File: config.mk
export PLATFORM = sky130hd
export DESIGN_NAME = pi_sample_controller
export DESIGN_NICKNAME = d
export VERILOG_FILES = /design/src/rtl/pi_sample_controller.sv
export SDC_FILE = /design/constraint.sdc
export NUM_CORES = 1
export LEC_CHECK = 0
export BUFFER_PORTS_ARGS = -buffer_cell sky130_fd_sc_hd__buf_2
export CAP_MARGIN = 10
export CORE_MARGIN = 2
export CORE_UTILIZATION = 50
export DETAILED_ROUTE_END_ITERATION = 16
export GPL_TIMING_DRIVEN = 1
export PLACE_DENSITY = 0.74
export REMOVE_ABC_BUFFERS = 1
export SLEW_MARGIN = 30
export SYNTH_ARGS = -nofsm -noshare
export SYNTH_HDL_FRONTEND = slang
export SYNTH_SLANG_ARGS = --single-unit
File: constraint.sdc
create_clock -name clk -period 6.87 [get_ports clk]
set_input_delay 0 -clock clk [delete_from_list [all_inputs] [get_ports clk]]
set_output_delay 0 -clock clk [all_outputs]
set_load 0.01 [all_outputs]
File: src/rtl/pi_sample_controller.sv
// Monte Carlo pi sampling sequencer: clears the pixel memory in raster order,
// then writes accepted random points and counts total / inside-circle samples.
module pi_sample_controller #(
  parameter int COORD_W = 9,
  parameter int GRID    = 480,
  parameter int COUNT_W = 20
) (
  input  logic               clk,
  input  logic               reset,
  input  logic               start,
  input  logic               pause,
  input  logic [COUNT_W-1:0] sample_limit,
  input  logic [COORD_W-1:0] rand_x,
  input  logic [COORD_W-1:0] rand_y,
  input  logic               rand_valid,
  output logic [COORD_W-1:0] chk_x,
  output logic [COORD_W-1:0] chk_y,
  input  logic               is_inside,
  output logic               wr_en,
  output logic [COORD_W-1:0] wr_x,
  output logic [COORD_W-1:0] wr_y,
  output logic               wr_data,
  output logic [COUNT_W-1:0] hit_count,
  output logic [COUNT_W-1:0] total_count,
  output logic               busy,
  output logic               done
);

  localparam logic [COORD_W-1:0] GRID_MAX   = COORD_W'(GRID - 1);
  localparam logic [COORD_W-1:0] COORD_ZERO = COORD_W'(0);
  localparam logic [COORD_W-1:0] COORD_ONE  = COORD_W'(1);
  localparam logic [COUNT_W-1:0] COUNT_ZERO = COUNT_W'(0);
  localparam logic [COUNT_W-1:0] COUNT_ONE  = COUNT_W'(1);

  typedef enum logic [1:0] {
    ST_IDLE   = 2'd0,
    ST_CLEAR  = 2'd1,
    ST_SAMPLE = 2'd2,
    ST_DONE   = 2'd3
  } state_t;

  state_t             state_r, state_nxt_s;
  logic [COORD_W-1:0] clr_x_r, clr_x_nxt_s, clr_y_r, clr_y_nxt_s;
  logic [COORD_W-1:0] cand_x_r, cand_x_nxt_s, cand_y_r, cand_y_nxt_s;
  logic               cand_v_r, cand_v_nxt_s;
  logic [COUNT_W-1:0] hit_r, hit_nxt_s, total_r, total_nxt_s;
  logic [COUNT_W-1:0] limit_q_r, limit_q_nxt_s;
  logic               wr_en_s, wr_data_s;
  logic [COORD_W-1:0] wr_x_s, wr_y_s;
  logic               in_range_s, capture_ok_s;
  logic [COUNT_W:0]   pending_s;

  // Samples already counted plus the one in flight decide both capture and run end.
  assign in_range_s   = (rand_x <= GRID_MAX) && (rand_y <= GRID_MAX);
  assign pending_s    = {1'b0, total_r} + {COUNT_ZERO, cand_v_r};
  assign capture_ok_s = rand_valid && !pause && in_range_s && (pending_s < {1'b0, limit_q_r});

  // State and datapath registers.
  always_ff @(posedge clk or posedge reset) begin
    if (reset) begin
      state_r   <= ST_IDLE;
      clr_x_r   <= COORD_ZERO;
      clr_y_r   <= COORD_ZERO;
      cand_x_r  <= COORD_ZERO;
      cand_y_r  <= COORD_ZERO;
      cand_v_r  <= 1'b0;
      hit_r     <= COUNT_ZERO;
      total_r   <= COUNT_ZERO;
      limit_q_r <= COUNT_ZERO;
    end else begin
      state_r   <= state_nxt_s;
      clr_x_r   <= clr_x_nxt_s;
      clr_y_r   <= clr_y_nxt_s;
      cand_x_r  <= cand_x_nxt_s;
      cand_y_r  <= cand_y_nxt_s;
      cand_v_r  <= cand_v_nxt_s;
      hit_r     <= hit_nxt_s;
      total_r   <= total_nxt_s;
      limit_q_r <= limit_q_nxt_s;
    end
  end

  // Next-state, datapath updates and write-port decode.
  always_comb begin
    state_nxt_s   = state_r;
    clr_x_nxt_s   = clr_x_r;
    clr_y_nxt_s   = clr_y_r;
    cand_x_nxt_s  = cand_x_r;
    cand_y_nxt_s  = cand_y_r;
    cand_v_nxt_s  = 1'b0;
    hit_nxt_s     = hit_r;
    total_nxt_s   = total_r;
    limit_q_nxt_s = limit_q_r;
    wr_en_s       = 1'b0;
    wr_data_s     = 1'b0;
    wr_x_s        = COORD_ZERO;
    wr_y_s        = COORD_ZERO;
    case (state_r)
      ST_IDLE, ST_DONE: begin
        if (start) begin
          state_nxt_s   = ST_CLEAR;
          limit_q_nxt_s = sample_limit;
          hit_nxt_s     = COUNT_ZERO;
          total_nxt_s   = COUNT_ZERO;
          clr_x_nxt_s   = COORD_ZERO;
          clr_y_nxt_s   = COORD_ZERO;
        end else begin
          state_nxt_s = state_r;
        end
      end
      ST_CLEAR: begin
        wr_en_s = 1'b1;
        wr_x_s  = clr_x_r;
        wr_y_s  = clr_y_r;
        if (clr_x_r == GRID_MAX) begin
          clr_x_nxt_s = COORD_ZERO;
          if (clr_y_r == GRID_MAX) begin
            clr_y_nxt_s = COORD_ZERO;
            state_nxt_s = ST_SAMPLE;
          end else begin
            clr_y_nxt_s = clr_y_r + COORD_ONE;
          end
        end else begin
          clr_x_nxt_s = clr_x_r + COORD_ONE;
        end
      end
      ST_SAMPLE: begin
        if (cand_v_r) begin
          wr_en_s     = 1'b1;
          wr_data_s   = 1'b1;
          wr_x_s      = cand_x_r;
          wr_y_s      = cand_y_r;
          total_nxt_s = total_r + COUNT_ONE;
          hit_nxt_s   = hit_r + COUNT_W'(is_inside);
        end else begin
          wr_en_s = 1'b0;
        end
        if (capture_ok_s) begin
          cand_v_nxt_s = 1'b1;
          cand_x_nxt_s = rand_x;
          cand_y_nxt_s = rand_y;
        end else begin
          cand_v_nxt_s = 1'b0;
        end
        // Capture is blocked once pending reaches the limit, so no candidate is lost here.
        if (pending_s >= {1'b0, limit_q_r}) begin
          state_nxt_s = ST_DONE;
        end else begin
          state_nxt_s = ST_SAMPLE;
        end
      end
      default: begin
        state_nxt_s = ST_IDLE;
      end
    endcase
  end

  assign chk_x       = cand_x_r;
  assign chk_y       = cand_y_r;
  assign wr_en       = wr_en_s;
  assign wr_x        = wr_x_s;
  assign wr_y        = wr_y_s;
  assign wr_data     = wr_data_s;
  assign hit_count   = hit_r;
  assign total_count = total_r;
  assign busy        = (state_r == ST_CLEAR) || (state_r == ST_SAMPLE);
  assign done        = (state_r == ST_DONE);

endmodule

==> key figures <==
Place
  – DPL Wire Length: 9.74 mm
  – Buffers added on ports: 123
  – Pre-CTS setup slack: 2.83 ns
  – GPL Wtd Cong: 0.922

Worst setup path
  – Most common cell on crit path: nand3_1
  – Crit-path max FO: 19
  – CP startpoint kind: register
  – Required @ worst endpoint: 7.10 ns
  – Critical path class: reg2reg
  – CP cell instances: ha_1, nand3_1, nor4_1, nor2b_1, nand3_1, xnor2_1, ha_1, nand3_1, and4b_2, o21ai_0, a41o_1, a211o_2, mux2_4
  – Buf/Inv on CP: 0
  – Delay-heaviest family, CP: simple AND/OR/NAND/NOR gates
  – Critical Path Sink Type: register
  – Reg2Reg Setup Slack: 2.92 ns
  – Max incr delay on CP: 0.55 ns
  – WP data arrival: 4.18 ns
  – Crit-path slowest cell: a211o_2

Clock network
  – Root Buffer: clkbuf_16
  – Htree depth: 3
  – CTS sink count: 99
  – Postcts setup bufs: 0
  – Post_cts resized: 0
  – Hold buffer count at cts: 39
  – CTS tree: yes
  – Clock Tree Buf Depth: 2
  – Clock-pin slew on the worst setup and hold paths: 0.07 ns
  – Clock buffer count from CTS: 9
  – Skew-Pair Late Insertion Delay: 0.35 ns

Layout
  – Area delta synth->final: 24.2%
  – Share of cells above drive strength 1: 26.8%
  – Layout net count: 800
  – Diode count: 0

Synth
  – Mapped Cells: 572
  – Post-synthesis xor/xnor area fraction: 8.32%
  – Post-Synth Adder-Cell Area: 6.82%
  – Synth Area in Simple Gates: 18.4%
  – Post-synth design cell area: 5690 um^2
  – Synthesized flop and latch total: 99
  – Top cells by area, synth: dfrtp_1 44%, ha_1 6.8%, mux2_2 5.7%
  – Largest family of logic cells by synthesized area: simple AND/OR/NAND/NOR gates
  – Synth cell count leaders: 99 x dfrtp_1, 58 x nor2_1, 44 x nand2_1
  – Sequential element share of the synthesized area: 43.6%
  – Most area-hungry cell type in the Yosys netlist: dfrtp_1
  – Main flop type after synthesis: dfrtp_1
  – Share of the synthesized area in the top cell type: 43.6%
  – Mapped Avg Cell Area: 9.94 um^2
  – Count leader, synth: dfrtp_1
  – Ys async rst share: 100%
  – Post-synthesis mux area share: 8.38%
  – Synth cell types: 52
  – YS warnings: 0
  – EDFF count, synth: 0
  – Compound-Gate Fraction of Synth Area: 9.33%

Global routing
  – Largest net degree at the start of global routing: 56
  – Total track usage: 23.8%
  – Congestion Overflow GR: 0
  – Initial antenna violation count: 0
  – Vias in the first global route: 4838
  – First-pass GRT wire length: 23.7 mm

Timing
  – Worst-margin pin slew: 0.918 ns
  – RSZ-0062 raised after global routing: false
  – Fin. Hold Viols: 0
  – Period utilization: 57.5%
  – Clock Skews: 0.00631 ns
  – Hold Slack: 0.0478 ns
  – Slew margin rel.: 38.7%
  – Final setup fails: 0
  – Final slew viol count: 0
  – Setup TNS: 0 ns
  – Period minus WS final: 3.95 ns
  – Fmax: 253 MHz
  – Worst setup margin: 2.92 ns

Route
  – Drt initial violations: 228
  – Routed vias/inst: 5.55
  – Post-route ant nets: 0
  – DRC: 0
  – TritonRoute pass-1 iters: 5
  – Routed WL per cell: 16.5 um
  – Routed wire length: 14.4 mm
  – DR vias: 4831

Power
  – Static Leak: 3.62 nW
  – Worst VDD drop: 0.000189 V
  – PD cells: 271 nW/um^2
  – Overall power: 0.00191 W

Die
  – Die width: 111 um
  – Die area: 12200 um^2
  – Core footprint: 11000 um^2
  – Die Span Y: 111 um
  – Initial Util: 51.8%
  – Ports: 124
  – Site Rows: 38

Run status
  – Run status: finished, final reports clean

Job
  – Max Cap Viol: 0

Min path
  – Hold Path Class: in2reg
-- power by group --
part	switching, W	leakage, nW	internal (W)
registers	0.0000968	1.31	0.000703
clock network	0.000224	0.159	0.000318
logic	0.000315	2.15	0.000257
-- metrics by stage --
stage	util (%)	cells	area, um^2
3_5_place_dp	57.9	815	6350
5_1_grt	64.3	870	7060
6_report	64.3	870	7060
2_1_floorplan	-	549	5540
4_1_cts	64.3	870	7060
3_3_place_gp	57.9	815	6350
-- worst paths after layout --
| kind | from | end | cells past startpoint |
|---|---|---|---|
| min in group asynchronous | reset | hit_count[6] | 3 |
| hold / removal | start | state_r[1] | 4 |
| hold reg to reg | limit_q_r[16] | limit_q_r[16] | 1 |
| max in group asynchronous | reset | chk_y[6] | 4 |
| setup reg to reg | cand_v_r | chk_y[7] | 13 |
| setup / recovery | cand_v_r | chk_y[7] | 13 |
-- per-layer routing --
metal  track usage, %  wire (um)  part of all wire [%]
met2             39.6       7010                    49
met3             4.98        743                   5.2
met1             30.2       6180                    43
met4             10.2        464                   3.2
met5                0          0                     0
-- worst min-delay path, delay by kind of cell --
kind | cells | cell delay, ns
buffers and inverters | 2 | 0.20
AO/OA/AOI/OAI | 2 | 0.16
-- cell type report --
class	instances	area, um^2
repair buffers	165	1030
inverters	39	149
clock inverters	7	92.6
multi-input cells	411	2920
well taps	140	175
flip-flops and latches	99	2480
fillers	885	3920
clock buffers	9	225
-- logic make-up (layout without fill, tap and decap cells) --
family	count (synthesis)	after routing
AO/OA/AOI/OAI	81	81
XOR/XNOR	54	54
adder cells (fa/ha/maj)	31	31
buffers and inverters	62	220
flip-flops	99	99
multiplexers	39	39
AND/OR/NAND/NOR	206	206
-- state kept, by name, summed over array words and instances, names as in the netlist --
| register | cells |
|---|---|
| cand_v_r | 1 |
| chk_x | 9 |
| chk_y | 9 |
| clr_x_r | 9 |
| clr_y_r | 9 |
| hit_count | 20 |
| limit_q_r | 20 |
| state_r | 2 |
| total_count | 20 |
-- cell usage in the layout, fill, tap and decap left out, types with 3 or more instances in the layout --
cell	netlist	layout
clkbuf_16	0	9
inv_1	39	38
nor2b_1	3	3
nand2b_1	3	3
dfrtp_1	99	99
a21oi_1	17	17
nor2_1	58	57
nand3_1	32	32
nand2_1	44	44
nor3_1	13	13
mux2_2	29	29
o31ai_1	4	4
xor2_1	30	30
xnor2_1	24	24
mux2_4	10	10
nand4_1	18	18
o21ai_0	26	26
ha_1	31	31
and2_1	3	3
a21o_1	3	3
or3_1	8	8
dlygate4sd3_1	0	39
buf_2	2	123
a22o_1	21	21
and3_1	5	5
buf_4	2	3
clkinv_2	0	3
Note: power is estimated with default switching activity, not from simulation.
